**src/rtl/onfi_pkg.sv**
```systemverilog
// Shared definitions for the ONFI asynchronous-interface cycle engine:
// host op encodings, engine state encoding, common ONFI opcodes and
// small op-classification helpers.
package onfi_pkg;

    // Host op encodings; 5-7 are reserved and accepted as no-ops.
    typedef enum logic [2:0] {
        OP_CMD     = 3'd0,
        OP_ADDR    = 3'd1,
        OP_DIN     = 3'd2,
        OP_DOUT    = 3'd3,
        OP_WAIT_RB = 3'd4
    } op_type_e;

    typedef enum logic [2:0] {
        ST_IDLE    = 3'd0,
        ST_SETUP   = 3'd1,
        ST_STROBE  = 3'd2,
        ST_HOLD    = 3'd3,
        ST_WB_WAIT = 3'd4,
        ST_RB_WAIT = 3'd5
    } state_e;

    // Common ONFI opcodes for upstream sequencers and benches.
    localparam logic [7:0] ONFI_READ_STATUS = 8'h70;
    localparam logic [7:0] ONFI_RESET       = 8'hFF;
    localparam logic [7:0] ONFI_READ_1ST    = 8'h00;
    localparam logic [7:0] ONFI_READ_2ND    = 8'h30;
    localparam logic [7:0] ONFI_READ_ID     = 8'h90;

    // Timing parameters of zero behave as one cycle.
    function automatic int unsigned min_one(input int unsigned v);
        return (v == 0) ? 1 : v;
    endfunction

    // Ops that drive the IO bus and pulse WE_n.
    function automatic logic is_write_op(input logic [2:0] t);
        return (t == OP_CMD) || (t == OP_ADDR) || (t == OP_DIN);
    endfunction

    function automatic logic is_read_op(input logic [2:0] t);
        return (t == OP_DOUT);
    endfunction

endpackage

```
**src/rtl/onfi_sync2.sv**
```systemverilog
// Two-flop synchronizer for asynchronous ONFI inputs (e.g. RB_n).
// Ports:
//   clk, rst : clock, asynchronous active-high reset
//   d_i      : asynchronous input
//   q_o      : synchronized output, RST_VAL while in reset
module onfi_sync2 #(
    parameter logic RST_VAL = 1'b1
) (
    input  logic clk,
    input  logic rst,
    input  logic d_i,
    output logic q_o
);

    logic meta_q;
    logic sync_q;

    always_ff @(posedge clk or posedge rst) begin
        if (rst) begin
            meta_q <= RST_VAL;
            sync_q <= RST_VAL;
        end else begin
            meta_q <= d_i;
            sync_q <= meta_q;
        end
    end

    assign q_o = sync_q;

endmodule

```
**src/rtl/onfi_async_cycle_engine.sv**
```systemverilog
// ONFI SDR asynchronous-interface cycle engine. Turns one host op
// (CMD, ADDR, DIN, DOUT, WAIT_RB) into one bus cycle on the ONFI pins,
// with all timing counted in clk cycles, and returns read bytes and
// ready/busy completion on a one-cycle response pulse.
// Ports:
//   clk, rst                      : clock, asynchronous active-high reset
//   op_valid/op_ready/op_type/op_data : op request channel (no queueing)
//   rsp_valid/rsp_data/rsp_err    : response pulse (DOUT byte, WAIT_RB status)
//   busy                          : engine not idle
//   wp_en                         : host write-protect request
//   ce_n, cle, ale, we_n, re_n, wp_n, io_out, io_oe : ONFI pin drive
//   io_in, rb_n                   : ONFI pin inputs (rb_n asynchronous)
module onfi_async_cycle_engine
    import onfi_pkg::*;
#(
    parameter int unsigned T_SETUP     = 2,
    parameter int unsigned T_WP        = 3,
    parameter int unsigned T_WH        = 2,
    parameter int unsigned T_RP        = 3,
    parameter int unsigned T_REH       = 2,
    parameter int unsigned T_WB        = 4,
    parameter int unsigned TIMEOUT_CYC = 1000,
    parameter int unsigned CE_IDLE     = 8,
    parameter int unsigned CNT_W       = 16
) (
    input  logic       clk,
    input  logic       rst,
    input  logic       op_valid,
    output logic       op_ready,
    input  logic [2:0] op_type,
    input  logic [7:0] op_data,
    output logic       rsp_valid,
    output logic [7:0] rsp_data,
    output logic       rsp_err,
    output logic       busy,
    input  logic       wp_en,
    output logic       ce_n,
    output logic       cle,
    output logic       ale,
    output logic       we_n,
    output logic       re_n,
    output logic       wp_n,
    output logic [7:0] io_out,
    output logic       io_oe,
    input  logic [7:0] io_in,
    input  logic       rb_n
);

    localparam logic [CNT_W-1:0] SETUP_LAST = CNT_W'(min_one(T_SETUP) - 1);
    localparam logic [CNT_W-1:0] WP_LAST    = CNT_W'(min_one(T_WP) - 1);
    localparam logic [CNT_W-1:0] WH_LAST    = CNT_W'(min_one(T_WH) - 1);
    localparam logic [CNT_W-1:0] RP_LAST    = CNT_W'(min_one(T_RP) - 1);
    localparam logic [CNT_W-1:0] REH_LAST   = CNT_W'(min_one(T_REH) - 1);
    localparam logic [CNT_W-1:0] WB_LAST    = CNT_W'(min_one(T_WB) - 1);
    localparam logic [CNT_W-1:0] TO_LAST    = CNT_W'(min_one(TIMEOUT_CYC) - 1);
    localparam logic [CNT_W-1:0] CE_LAST    = CNT_W'(min_one(CE_IDLE) - 1);
    localparam bit               WB_SKIP    = (T_WB == 0);

    state_e           state_q, state_d;
    logic [CNT_W-1:0] cnt_q, cnt_d;
    logic [CNT_W-1:0] idle_cnt_q, idle_cnt_d;
    logic [2:0]       op_type_q, op_type_d;
    logic [7:0]       op_data_q, op_data_d;

    logic       ce_n_q, ce_n_d;
    logic       cle_q, cle_d;
    logic       ale_q, ale_d;
    logic       we_n_q, we_n_d;
    logic       re_n_q, re_n_d;
    logic       wp_n_q;
    logic [7:0] io_out_q, io_out_d;
    logic       io_oe_q, io_oe_d;
    logic       op_ready_q, op_ready_d;
    logic       busy_q, busy_d;
    logic       rsp_valid_q, rsp_valid_d;
    logic [7:0] rsp_data_q, rsp_data_d;
    logic       rsp_err_q, rsp_err_d;

    logic accept;
    logic rb_sync;
    logic [CNT_W-1:0] strobe_last;
    logic [CNT_W-1:0] hold_last;

    // RB_n crosses into the clk domain before the FSM looks at it.
    onfi_sync2 #(.RST_VAL(1'b1)) u_rb_sync (
        .clk (clk),
        .rst (rst),
        .d_i (rb_n),
        .q_o (rb_sync)
    );

    assign accept      = op_valid && op_ready_q;
    assign strobe_last = is_read_op(op_type_q) ? RP_LAST : WP_LAST;
    assign hold_last   = is_read_op(op_type_q) ? REH_LAST : WH_LAST;

    // State and registered outputs.
    always_ff @(posedge clk or posedge rst) begin
        if (rst) begin
            state_q     <= ST_IDLE;
            cnt_q       <= '0;
            idle_cnt_q  <= '0;
            op_type_q   <= '0;
            op_data_q   <= '0;
            ce_n_q      <= 1'b1;
            cle_q       <= 1'b0;
            ale_q       <= 1'b0;
            we_n_q      <= 1'b1;
            re_n_q      <= 1'b1;
            wp_n_q      <= 1'b0;
            io_out_q    <= '0;
            io_oe_q     <= 1'b0;
            op_ready_q  <= 1'b1;
            busy_q      <= 1'b0;
            rsp_valid_q <= 1'b0;
            rsp_data_q  <= '0;
            rsp_err_q   <= 1'b0;
        end else begin
            state_q     <= state_d;
            cnt_q       <= cnt_d;
            idle_cnt_q  <= idle_cnt_d;
            op_type_q   <= op_type_d;
            op_data_q   <= op_data_d;
            ce_n_q      <= ce_n_d;
            cle_q       <= cle_d;
            ale_q       <= ale_d;
            we_n_q      <= we_n_d;
            re_n_q      <= re_n_d;
            wp_n_q      <= ~wp_en;
            io_out_q    <= io_out_d;
            io_oe_q     <= io_oe_d;
            op_ready_q  <= op_ready_d;
            busy_q      <= busy_d;
            rsp_valid_q <= rsp_valid_d;
            rsp_data_q  <= rsp_data_d;
            rsp_err_q   <= rsp_err_d;
        end
    end

    // Next state, phase counters, CE_n idle timer and pin values.
    always_comb begin
        state_d     = state_q;
        cnt_d       = cnt_q;
        idle_cnt_d  = idle_cnt_q;
        op_type_d   = op_type_q;
        op_data_d   = op_data_q;
        ce_n_d      = ce_n_q;
        rsp_valid_d = 1'b0;
        rsp_err_d   = 1'b0;
        rsp_data_d  = rsp_data_q;
        cle_d       = 1'b0;
        ale_d       = 1'b0;
        we_n_d      = 1'b1;
        re_n_d      = 1'b1;
        io_oe_d     = 1'b0;
        io_out_d    = '0;

        case (state_q)
            ST_IDLE: begin
                if (accept) begin
                    op_type_d  = op_type;
                    op_data_d  = op_data;
                    cnt_d      = '0;
                    idle_cnt_d = '0;
                    ce_n_d     = 1'b0;
                    if (op_type == OP_WAIT_RB) begin
                        state_d = WB_SKIP ? ST_RB_WAIT : ST_WB_WAIT;
                    end else begin
                        state_d = ST_SETUP;
                    end
                end else if (!ce_n_q) begin
                    // Release the chip after CE_IDLE consecutive idle cycles.
                    if (idle_cnt_q == CE_LAST) begin
                        ce_n_d     = 1'b1;
                        idle_cnt_d = '0;
                    end else begin
                        idle_cnt_d = idle_cnt_q + CNT_W'(1);
                    end
                end
            end
            ST_SETUP: begin
                // Reserved ops spend exactly one cycle here with no bus activity.
                if (!is_write_op(op_type_q) && !is_read_op(op_type_q)) begin
                    state_d = ST_IDLE;
                end else if (cnt_q == SETUP_LAST) begin
                    state_d = ST_STROBE;
                    cnt_d   = '0;
                end else begin
                    cnt_d = cnt_q + CNT_W'(1);
                end
            end
            ST_STROBE: begin
                if (cnt_q == strobe_last) begin
                    state_d = ST_HOLD;
                    cnt_d   = '0;
                    // Read byte is taken on the edge where RE_n returns high.
                    if (is_read_op(op_type_q)) begin
                        rsp_valid_d = 1'b1;
                        rsp_data_d  = io_in;
                    end
                end else begin
                    cnt_d = cnt_q + CNT_W'(1);
                end
            end
            ST_HOLD: begin
                if (cnt_q == hold_last) begin
                    state_d = ST_IDLE;
                    cnt_d   = '0;
                end else begin
                    cnt_d = cnt_q + CNT_W'(1);
                end
            end
            ST_WB_WAIT: begin
                if (cnt_q == WB_LAST) begin
                    state_d = ST_RB_WAIT;
                    cnt_d   = '0;
                end else begin
                    cnt_d = cnt_q + CNT_W'(1);
                end
            end
            ST_RB_WAIT: begin
                // Ready wins over a timeout landing in the same cycle.
                if (rb_sync) begin
                    state_d     = ST_IDLE;
                    cnt_d       = '0;
                    rsp_valid_d = 1'b1;
                    rsp_data_d  = '0;
                end else if (cnt_q == TO_LAST) begin
                    state_d     = ST_IDLE;
                    cnt_d       = '0;
                    rsp_valid_d = 1'b1;
                    rsp_err_d   = 1'b1;
                    rsp_data_d  = '0;
                end else begin
                    cnt_d = cnt_q + CNT_W'(1);
                end
            end
            default: begin
                state_d = ST_IDLE;
                cnt_d   = '0;
            end
        endcase

        // Pins follow the state being entered so they change with it.
        if ((state_d == ST_SETUP) || (state_d == ST_STROBE) || (state_d == ST_HOLD)) begin
            cle_d   = (op_type_d == OP_CMD);
            ale_d   = (op_type_d == OP_ADDR);
            io_oe_d = is_write_op(op_type_d);
            if (is_write_op(op_type_d)) begin
                io_out_d = op_data_d;
            end
            if (state_d == ST_STROBE) begin
                we_n_d = !is_write_op(op_type_d);
                re_n_d = !is_read_op(op_type_d);
            end
        end
    end

    // Readiness and busy follow the next state; a pending response blocks acceptance.
    always_comb begin
        busy_d     = (state_d != ST_IDLE);
        op_ready_d = (state_d == ST_IDLE) && !rsp_valid_d;
    end

    assign op_ready  = op_ready_q;
    assign busy      = busy_q;
    assign rsp_valid = rsp_valid_q;
    assign rsp_data  = rsp_data_q;
    assign rsp_err   = rsp_err_q;
    assign ce_n      = ce_n_q;
    assign cle       = cle_q;
    assign ale       = ale_q;
    assign we_n      = we_n_q;
    assign re_n      = re_n_q;
    assign wp_n      = wp_n_q;
    assign io_out    = io_out_q;
    assign io_oe     = io_oe_q;

endmodule

```
**config.mk**
```make
export PLATFORM = sky130hd
export DESIGN_NAME = onfi_async_cycle_engine
export DESIGN_NICKNAME = d
export VERILOG_FILES = /design/src/rtl/onfi_pkg.sv /design/src/rtl/onfi_sync2.sv /design/src/rtl/onfi_async_cycle_engine.sv
export SDC_FILE = /design/constraint.sdc
export NUM_CORES = 1
export LEC_CHECK = 0
export BUFFER_PORTS_ARGS = -buffer_cell sky130_fd_sc_hd__buf_2
export CAP_MARGIN = 10
export CORE_MARGIN = 10
export CORE_UTILIZATION = 60
export DETAILED_ROUTE_END_ITERATION = 10
export GPL_TIMING_DRIVEN = 0
export PLACE_DENSITY = 0.93
export SYNTH_ARGS = -nofsm -noshare
export SYNTH_HDL_FRONTEND = slang
export SYNTH_SLANG_ARGS = --single-unit
```
**constraint.sdc**
```tcl
create_clock -name clk -period 6.9 [get_ports clk]
set_input_delay 0.345 -clock clk [delete_from_list [all_inputs] [get_ports clk]]
set_output_delay 0.345 -clock clk [all_outputs]
set_load 0.05 [all_outputs]
```
== After elaboration in Yosys (flattened, before gate mapping) ==
Cells that the tools add are included.

* Logic and storage cells: 121
* Register bits after elaboration: 75
* Input bits: 24

* Multiplexer cells: 49
* Reductions and logical operators: 23
* Add/subtract/negate cells: 2
* Equal/unequal tests: 26
* Bitwise gates (word level): 1

{| class="wikitable"
|+ Operator list
! kind !! count
|-
| 16-bit 2-to-1 mux || 10
|-
| 16-bit case mux with 6 select lines || 1
|-
| 8-bit 2-to-1 mux || 8
|-
| 3-bit 2-to-1 mux || 11
|-
| 16-bit by 1-bit adder with 16-bit output, second input constant || 2
|-
| 16-bit by 2-bit equality test with 1-bit output, second input constant || 2
|-
| 3-bit by 2-bit equality test with 1-bit output, second input constant || 8
|-
| 3-bit case mux with 6 select lines || 1
|-
| 16-bit by 1-bit equality test with 1-bit output, second input constant || 1
|-
| 16-bit by 10-bit equality test with 1-bit output, second input constant || 1
|-
| 16-bit by 3-bit equality test with 1-bit output, second input constant || 1
|-
| 1-bit 2-to-1 mux || 16
|-
| 8-bit case mux with 2 select lines || 1
|-
| 3-bit by 1-bit equality test with 1-bit output, second input constant || 4
|-
| 3-bit zero test || 4
|-
| 3-bit equality test, second input constant || 3
|-
| 2-bit != test, second input constant || 4
|-
| 1-bit logical OR || 6
|-
| 1-bit zero test || 5
|-
| 2-bit AND reduction || 2
|-
| 4-bit AND reduction || 1
|-
| 1-bit logical AND || 3
|-
| 3-bit by 2-bit != test with 1-bit output, second input constant || 1
|-
| 3-bit nonzero test || 1
|-
| other kinds (4) || 4
|}

== Longest topological paths before layout ==
Gate-level depths: netlist of run 1.

* Word-level depth: 11
* Gate-level depth with buffers: 8
* Depth with buffers taken out: 7

== By module ==
Synthesis of run 1 repeated with hierarchy kept, for this count alone.

* Cells, all modules: 357
* Area, all modules: 3672.3 µm²

{| class="wikitable"
|+ Modules (own cells, without submodules)
! module !! area each (µm²) !! sequential area each (µm²) !! times used !! cells each
|-
| onfi_async_cycle_engine || 3616.0 || 1831.8 || 1 || 354
|-
| onfi_sync2 || 56.3 || 52.6 || 1 || 3
|}

== Worst setup path after synthesis of run 1 ==
No wires, ideal clock.

* Path type: reg2reg
* Start: register cnt_q[10]
* End: register io_out_q[0] (netlist: io_out[0])
* Setup time: 0.135 ns
* Arrival: 2.098 ns
* Path buffers: 1
* Slack: 4.666 ns
* Data required time: 6.765 ns
* Stages on the path, launching flop included: 7
* Path through: dfrtp_1 -> or4_4 -> o41ai_4 -> o211ai_2 -> nor4_4 -> buf_6 -> nor4b_1

* Cells in the longest elaborated chain, start to end: 8

{| class="wikitable"
|+ RTL lines
! item !! line !! RTL
|-
| from (decl) || onfi_async_cycle_engine.sv:60 || <nowiki>logic [CNT_W-1:0] cnt_q, cnt_d;</nowiki>
|-
| from (signal assigned) || onfi_async_cycle_engine.sv:119 || <nowiki>cnt_q <= cnt_d;</nowiki>
|-
| 16-bit by 10-bit equality test with 1-bit output or 16-bit by 1-bit equality test with 1-bit output (tied branches) || onfi_async_cycle_engine.sv:227, onfi_async_cycle_engine.sv:184, onfi_async_cycle_engine.sv:205 ||
|-
| 3-bit 2-to-1 mux (on tied branches) || onfi_async_cycle_engine.sv:227, onfi_async_cycle_engine.sv:184 ||
|-
| 3-bit 2-to-1 mux (on tied branches) || onfi_async_cycle_engine.sv:222, onfi_async_cycle_engine.sv:182 ||
|-
| 3-bit case mux with 6 select lines (*) || onfi_async_cycle_engine.sv:157 || <nowiki>case (state_q)</nowiki>
|-
| 3-bit by 1-bit equality test with 1-bit output or 3-bit by 2-bit equality test with 1-bit output (tied branches) || onfi_async_cycle_engine.sv:244 || <nowiki>if ((state_d == ST_SETUP) || (state_d == ST_STROBE) || (state_d == ST_HOLD)) begin</nowiki>
|-
| 1-bit logical OR || onfi_async_cycle_engine.sv:244 ||
|-
| 1-bit logical OR (*) || onfi_async_cycle_engine.sv:244 ||
|-
| 8-bit 2-to-1 mux (*) || onfi_async_cycle_engine.sv:244 ||
|-
| named net io_out_d[0] || onfi_async_cycle_engine.sv:71 || <nowiki>logic [7:0] io_out_q, io_out_d;</nowiki>
|-
| to (signal assigned) || onfi_async_cycle_engine.sv:129 || <nowiki>io_out_q <= io_out_d;</nowiki>
|-
| to (decl) || onfi_async_cycle_engine.sv:71 ||
|}

Mark *: on every way through the listed nets, which the timed path passes. The rest lies on a longest branch.
A chain may end at the register's enable or synchronous reset.

== Final worst setup path of run 1 ==
* Start: register cnt_q[8]
* End: register rsp_data_q[4] (netlist: rsp_data[4])

* Cells in the longest elaborated chain, start to end: 3

{| class="wikitable"
|+ RTL lines
! item !! line !! RTL
|-
| 16-bit by 10-bit equality test with 1-bit output or 16-bit by 2-bit equality test with 1-bit output (tied branches) || onfi_async_cycle_engine.sv:227, onfi_async_cycle_engine.sv:192 ||
|-
| 3-bit by 2-bit != test with 1-bit output (no line) or 2-bit != test (tied branches) || - ||
|-
| 4-bit AND reduction (no line) (*) || - ||
|-
| to (signal assigned) || onfi_async_cycle_engine.sv:134 || <nowiki>rsp_data_q <= rsp_data_d;</nowiki>
|-
| to (decl) || onfi_async_cycle_engine.sv:76 || <nowiki>logic [7:0] rsp_data_q, rsp_data_d;</nowiki>
|}

Every way passes the cells marked *; elsewhere a longest branch is shown, timed or not.

==> metrics.md, run 1 <==
| Metric | Value |
|---|---|
| Largest fanout on the critical path | 10 |
| TritonCTS clock tree | yes |
| Cell-internal power | a little under 0.001 W |
| Layout overhead on the synthesized area | 15.8% |
| Net count of the finished layout | ~420 |
| Worst Min Path Start | rb_n |
| Sum of routed wire length over all layers | slightly below 9000 um |
| Synthesized Nets | approximately 360 |
| Required time reported for the critical path endpoint | 7.15 ns |
| Proportion of register bits with asynchronous set or reset after synthesis | 100% |
| Final Power | about 0.0016 W |
| Final antenna diode count | 0 |
| Max-slew headroom at the worst pin | between 40% and 50% |
| FMAX | between 300 and 400 MHz |
| Leading area contributor after synthesis | dfrtp_1 |
| Minimum period implied by the final worst setup slack | approximately 2.7 ns |
| Layout cells sized above 1 | between 20% and 30% |
| Synth Instances | 329 |
| Critical Path Source Type | flop |
| Clock-pin slew on the worst setup and hold paths | around 0.080 ns |
| Maximum vdd ir drop | about 0.30 mV |
| Sequential share of the synthesized area | between 50% and 60% |
| Count of buffering cells on the critical path with inverters included | 0 |
| Site row count | 28 |
| Max Transition Viols Final | 0 |
| Hold-fix buffer count after cts | 0 |
| Boundary pin count | 51 |
| Synth unique cells | between 50 and 60 |
| Final setup TNS | 0 ns |
| Cells taking the most area after synthesis | dfrtp_1, dfstp_2, mux2_2 |
| Library cell contributing the largest single delay on the critical path | nor4b_4 |
| GRT Overall Usage | between 15 and 20% |
| Detailed-router iteration count before antenna repair | 7 |
| Area used by multi-input combinational logic | between 1500 and 2000 um^2 |
| Register-to-Register Setup Slack | 4.24 ns |
| Maximum level of the CTS H-tree | 3 |
| Sinks on the clock net | 75 |
| CP endpoint kind | flop |
| Initial antenna violation count | 0 |
| Post-Syn Area | 3620 um^2 |
| Horiz. Die Dim | 97.7 um |
| Critical path's top delay family | simple AND/OR/NAND/NOR gates |
| Most common flop cell mapped by yosys | dfrtp_1 |
| Reg2Reg Launch Point | cnt_q[8] |
| Category of the critical setup timing path | reg -> reg |
| Worst Hold Class | in -> reg |
| Number of remaining DRC errors | 0 |
| Source-to-sink clock delay at the later pin of the worst-skew pair | between 0.3 and 0.4 ns |
| Cells along the critical path | nor4_1 > nand4_1 > nor4b_4 > nor2_2 > a22o_1 |
| Outcome | finished, final reports clean |
| Min-Delay Path Depth | 1 |
| Buffer cell driving the clock tree root | clkbuf_8 |
| Floorplan Core Area | slightly below 6000 um^2 |
| Proportion of power drawn by combinational gates | a little over 40% |
| Via density | ~6.2 |
| Yosys top cell area share | a little under half |
| Die boundary height | slightly below 100 um |
| Unrepaired setup endpoints after global routing | false |
| Pwr/cell area | about 390 nW/um^2 |
| Number of buffers between clock root and the deepest sink | 2 |
| Post-route ant nets | 0 |
| Floorplan die area | about 9500 um^2 |
| Via count of the first global-routing pass | between 3000 and 4000 |
| Period utilisation layout | about 39% |
| Switching pwr | 0.000676 W |
| Pin count of the biggest net entering global routing | between 70 and 80 |
| Total number of vias | ~3000 |
| Remaining global-route overflow | 0 |
| Placed inst area | ~4000 um^2 |
| Actual transition at the worst max-transition pin | about 0.9 ns |
| Post-detail-place hpwl | 5720 um |
| Number of synthesized flops with an enable pin | 0 |
| Finish-stage setup viols | 0 |
| Logic depth of the worst register-to-register path | 5 |
| First-pass GRT wire length | approximately 15000 um |
| Register cell area after layout | ~1900 um^2 |
| Leakage power of the design | 1.92 nW |
| Avg Inst Size Synth | approximately 11 um^2 |
| Number of port buffers | 50 |
| Arrival time reported for the critical path endpoint | just under 3 ns |
| Post-route cell area | around 4200 um^2 |
| Critical Path Max Stage Delay | between 0.6 and 0.7 ns |
| Flip-flop and latch count after synthesis | 75 |
| Sw frac | between 40 and 50% |
| Placed cell count | between 400 and 500 |
| Worst Skew | 0.00960 ns |
| Endpoint of the most critical register-to-register path | rsp_data[4] |
| Initial Util | 61.5% |
| Post-cts resize count | 0 |
| Sequential power share | a little over a third |
| Initial drt markers | about 200 |
| Post-CTS Setup Repair Bufs | 0 |
| Count of yosys warnings during synthesis | 0 |
| Worst Hold Path EP | u_rb_sync.meta_q |
| Final standard cell utilization of the core | between 70% and 80% |
| Filler cells | 377 |
| TritonCTS buffer count | 9 |
| Portion of total power attributed to the clock network | between 20 and 25% |
| Final instance count without filler cells | 470 |
| Count of final hold-check violations | 0 |
| RD Place Congestion | between 0.8 and 0.9 |
| Wirelength per Cell | between 15 and 20 um |
| # Max-Cap Violations | 0 |
flip-flops by register name (all words and copies together), names as in the netlist, 3 cells and up:
register    count
idle_cnt_q     16
rsp_data        8
cnt_q          16
state_q         3
op_type_q       3
io_out          8
op_data_q       8
layout make-up:
| type | instances | area share, % |
|---|---|---|
| buffer | 11 | 1.37 |
| clock inverter | 5 | 2.03 |
| timing repair buffer | 50 | 5.97 |
| tap | 75 | 2.24 |
| inverter | 16 | 1.49 |
| sequential | 75 | 44.9 |
| multi-input combinational | 227 | 38.6 |
| clock buffer | 11 | 3.37 |
cells by family (layout without fill, tap and decap cells):
| family | after synthesis | in the layout | synth area share [%] |
|---|---|---|---|
| simple gates | 142 | 142 | 24.1 |
| xor+xnor | 17 | 17 | 4.11 |
| mux | 16 | 16 | 4.77 |
| fa+ha+maj | 4 | 4 | 1.38 |
| buf+inv | 27 | 93 | 3.25 |
| compound gates | 48 | 48 | 10.3 |
| flops | 75 | 75 | 52.1 |
through the flow:
stage	hold WS (ns)	worst slack, ns
2_1_floorplan	0.345	4.65
3_3_place_gp	0.347	3.93
3_5_place_dp	0.351	4.33
4_1_cts	0.0834	4.31
5_1_grt	0.0763	4.10
6_report	0.0863	4.24
synth_stat cells, types with 6 or more instances:
cell type and count:
a22o_1 10, dfrtp_1 69, dfstp_2 6, inv_1 16
mux2_2 10, mux2i_1 6, nand2_1 18, nand3_1 10
nand4_1 8, nor2_1 30, nor3_1 14, nor4_1 10
nor4b_1 9, o21ai_0 14, xnor2_1 11, xor2_1 6
power groups by stage:
stage	registers, W	clock network, W	logic [W]
after CTS	0.000588	0.000386	0.000674
after global routing	0.000598	0.000405	0.000736
after global placement	0.000590	0	0.000630
after detailed placement	0.000594	0	0.000660
after floorplan	0.000697	0	0.000393
final	0.000590	0.000382	0.000676
routing by layer:
metal / up-vias / part of all wire, % / track usage (%)
met2: 121 / 51 / 30.3
met4: 0 / 1.8 / 6.94
li1: 1322 / - / -
met5: - / 0 / 0
met3: 19 / 6.4 / 5.90
met1: 1451 / 41 / 22.0
worst register-to-register path, delay by kind of cell, from the launching register on:
family	cells	cell delay [ns]
AOI/OAI and AO/OA	1	0.25
DFF	1	0.47
and+or+nand+nor	4	1.85
layout by cell type, fill, tap and decap left out, types with 5 or more instances in the layout:
master | Yosys | final
and4_1 | 5 | 5
buf_2 | 4 | 54
nor2_1 | 30 | 30
inv_1 | 16 | 15
a31oi_1 | 5 | 5
nor3_1 | 14 | 14
clkbuf_8 | 0 | 10
xnor2_1 | 11 | 11
nor4_1 | 10 | 10
clkbuf_1 | 5 | 6
mux2_2 | 10 | 10
dfstp_2 | 6 | 6
dfrtp_1 | 69 | 69
mux2i_1 | 6 | 6
nand2_1 | 18 | 18
xor2_1 | 6 | 6
nor4b_1 | 9 | 9
a22o_1 | 10 | 10
nand4_1 | 8 | 8
o21ai_0 | 14 | 14
o31ai_1 | 5 | 5
nand3_1 | 10 | 10
worst max path at each step:
stage / from / to / cells past startpoint
finish: cnt_q[8] / rsp_data[4] / 5
global route: cnt_q[2] / io_out[1] / 7
CTS: cnt_q[8] / rsp_data[4] / 5
detailed placement: cnt_q[8] / rsp_data[4] / 5
global placement: rst / rsp_err / 2
floorplan: rst / ale / 1
No activity file was read; power rests on OpenSTA's default activity.
==> run 2: changes to the inputs <==
--- a/config.mk
+++ b/config.mk
@@ -8,10 +8,10 @@
 export BUFFER_PORTS_ARGS = -buffer_cell sky130_fd_sc_hd__buf_2
 export CAP_MARGIN = 10
 export CORE_MARGIN = 10
-export CORE_UTILIZATION = 60
+export CORE_UTILIZATION = 51
 export DETAILED_ROUTE_END_ITERATION = 10
 export GPL_TIMING_DRIVEN = 0
-export PLACE_DENSITY = 0.93
+export PLACE_DENSITY = 0.85
 export SYNTH_ARGS = -nofsm -noshare
 export SYNTH_HDL_FRONTEND = slang
 export SYNTH_SLANG_ARGS = --single-unit
==> constraint.sdc (replaced) <==
create_clock -name clk -period 2.3 [get_ports clk]
set_input_delay 0.115 -clock clk [delete_from_list [all_inputs] [get_ports clk]]
set_output_delay 0.115 -clock clk [all_outputs]
set_load 0.05 [all_outputs]
==> metrics.md, run 2 (synthesis results as in run 1) <==
| Metric | Value |
|---|---|
| CP endpoint kind | flop (unchanged) |
| Pin count of the biggest net entering global routing | 76 (unchanged) |
| Count of buffering cells on the critical path with inverters included | 2 (was 0) |
| Category of the critical setup timing path | reg -> reg (unchanged) |
| Placed cell count | 475 (was 454) |
| Unrepaired setup endpoints after global routing | true (was false) |
| Actual transition at the worst max-transition pin | 0.887 ns (was 0.879 ns) |
| Pwr/cell area | 1220 nW/um^2 (was 393 nW/um^2) |
| Initial Util | 53.0% (was 61.5%) |
| Site row count | 30 (was 28) |
| RD Place Congestion | 0.826 (was 0.895) |
| Max-slew headroom at the worst pin | 40.8% (was 40.5%) |
| Minimum period implied by the final worst setup slack | 2.44 ns (was 2.66 ns) |
| Failing checks | setup timing |
| Source-to-sink clock delay at the later pin of the worst-skew pair | 0.38 ns (was 0.36 ns) |
| Layout cells sized above 1 | 33.5% (was 26.8%) |
| Critical Path Max Stage Delay | 0.57 ns (was 0.69 ns) |
| Library cell contributing the largest single delay on the critical path | or4_4 (was nor4b_4) |
| Number of remaining DRC errors | 0 (unchanged) |
| Final instance count without filler cells | 517 (was 470) |
| Layout overhead on the synthesized area | 27.7% (was 15.8%) |
| Number of buffers between clock root and the deepest sink | 2 (unchanged) |
| Final antenna diode count | 0 (unchanged) |
| Via count of the first global-routing pass | 2944 (was 3002) |
| Clock-pin slew on the worst setup and hold paths | 0.09 ns (was 0.08 ns) |
| Worst Hold Class | in -> reg (unchanged) |
| Critical path's top delay family | simple AND/OR/NAND/NOR gates (unchanged) |
| Finish-stage setup viols | 18 (was 0) |
| Number of port buffers | 50 (unchanged) |
| Wirelength per Cell | 21.6 um (was 18.5 um) |
| Via density | 6.30 (was 6.20) |
| Required time reported for the critical path endpoint | 2.56 ns (was 7.15 ns) |
| Arrival time reported for the critical path endpoint | 2.70 ns (was 2.90 ns) |
| Net count of the finished layout | 444 (was 418) |
| Buffer cell driving the clock tree root | clkbuf_8 (unchanged) |
| Register-to-Register Setup Slack | -0.14 ns (was 4.24 ns) |
| Largest fanout on the critical path | 5 (was 10) |
| Horiz. Die Dim | 104 um (was 97.7 um) |
| Sinks on the clock net | 75 (unchanged) |
| Worst Skew | 0.0208 ns (was 0.00960 ns) |
| Leading cell type in the layout, fill and taps excluded | dfrtp_1 (unchanged) |
| Hold_ws | 0.00157 ns (was 0.0863 ns) |
| Period utilisation layout | 106% (was 38.5%) |
| Boundary pin count | 51 (unchanged) |
| Floorplan Core Area | 6830 um^2 (was 5890 um^2) |
| Cells along the critical path | or4_4 > o41ai_4 > o211ai_2 > nor4_4 > buf_4 > buf_8 > nor4b_2 (was nor4_1 > nand4_1 > nor4b_4 > nor2_2 > a22o_1) |
| Endpoint of the most critical register-to-register path | io_out[1] (was rsp_data[4]) |
| Maximum vdd ir drop | 0.915 mV (was 0.301 mV) |
| Initial antenna violation count | 0 (unchanged) |
| Worst Min Path Start | op_data[0] (was rb_n) |
| Sum of routed wire length over all layers | 11200 um (was 8710 um) |
| Min-Delay Path Depth | 2 (was 1) |
| First-pass GRT wire length | 14800 um (was 14600 um) |
| Leakage power of the design | 2.08 nW (was 1.92 nW) |
| Leading registers by flop count | cnt_q (16), idle_cnt_q (16) (unchanged) |
| Post-route ant nets | 0 (unchanged) |
| Total number of vias | 3257 (was 2913) |
| TritonCTS buffer count | 9 (unchanged) |
| Maximum level of the CTS H-tree | 3 (unchanged) |
| Floorplan die area | 10900 um^2 (was 9540 um^2) |
| Detailed-router iteration count before antenna repair | 6 (was 7) |
| Post-detail-place hpwl | 5730 um (was 5720 um) |
| Min setup slack post-route | -0.137 ns (was 4.24 ns) |
| Reg2Reg Launch Point | cnt_q[10] (was cnt_q[8]) |
| Filler cells | 448 (was 377) |
| Max Transition Viols Final | 0 (unchanged) |
| Critical Path Source Type | flop (unchanged) |
| Die boundary height | 104 um (was 97.7 um) |
| GRT Overall Usage | 16.7% (was 18.5%) |
| Worst Hold Path EP | op_data_q[0] (was u_rb_sync.meta_q) |
| Cell count along the critical path | 7 (was 5) |
| Logic depth of the worst register-to-register path | 7 (was 5) |
| Top library cells by usage in the layout, fill and taps aside | dfrtp_1, buf_2, nor2_1, nand2_1, buf_4 (was dfrtp_1, buf_2, nor2_1, nand2_1, inv_1) |
| Remaining global-route overflow | 0 (unchanged) |
| # Max-Cap Violations | 0 (unchanged) |
| FMAX | 410 MHz (was 376 MHz) |
| Count of final hold-check violations | 0 (unchanged) |
| Outcome | complete, but fails checks (was finished, final reports clean) |
| Initial drt markers | 368 (was 197) |
| TritonCTS clock tree | yes (unchanged) |
| Final standard cell utilization of the core | 67.7% (was 71.2%) |
==> run 2: cell types whose count changed in the layout (fill, tap and decap cells not counted), moves of 4 or more <==
cell           before  now
clkbuf_1            6    2
nor4b_1             9    4
buf_4               1   16
nor4_1             10    6
nor3_1             14   10
dlygate4sd3_1       0   13
nor4b_2             0    4
==> run 2: power breakdown <==
group          internal (W)  leakage (nW)  switching (W)
logic              0.000969         0.984        0.00166
registers           0.00159         0.989       0.000226
clock network      0.000616         0.106       0.000565
total               0.00318          2.08        0.00246
==> run 2: how the worst max path moves through the flow <==
stage | end | slack (ns) | startpoint
2_1_floorplan | io_out[0] | 0.07 | cnt_q[10]
6_report | io_out[1] | -0.14 | cnt_q[10]
4_1_cts | ale | -0.08 | cnt_q[10]
3_3_place_gp | cnt_q[13] | -0.46 | rst
3_5_place_dp | rsp_data[7] | -0.33 | cnt_q[10]
5_1_grt | re_n | -0.22 | cnt_q[10]
==> run 2: per-layer routing <==
layer / GRT usage, % / part of all wire [%] / routed length (um)
met5: 0 / 0 / 0
met4: 6.06 / 3.2 / 352
met3: 5.76 / 10 / 1150
met2: 28.8 / 49 / 5450
met1: 18.5 / 38 / 4210
==> run 2: layout make-up <==
cell class	count	area, um^2	area share, %
Buffer	9	57.6	1.24
Sequential cell	75	1890	40.8
Multi-Input combinational cell	227	1780	38.5
Timing Repair Buffer	78	497	10.7
Inverter	16	62.6	1.35
Tap cell	96	120	2.60
Clock buffer	9	124	2.68
Clock inverter	7	97.6	2.11
==> run 2: metrics by stage <==
stage | area [um^2] | setup slack [ns] | power (W) | setup TNS, ns
final | 4620 | -0.137 | 0.00563 | -1.44
after floorplan | 3620 | 0.0661 | 0.00327 | 0
after global placement | 3990 | -0.460 | 0.00368 | -35.97
after CTS | 4410 | -0.0837 | 0.00500 | -0.423
after global routing | 4620 | -0.220 | 0.00580 | -2.83
after detailed placement | 3990 | -0.328 | 0.00374 | -5.87
==> run 2: repair_timing <==
action,4_1_cts,5_1_grt
hold buffers,13,0
hold endpoints to repair,81,0
pin swaps,3,7
endpoints found under the setup margin,33,44
setup buffers,5,9
gates cloned,0,1
resized for setup,6,29
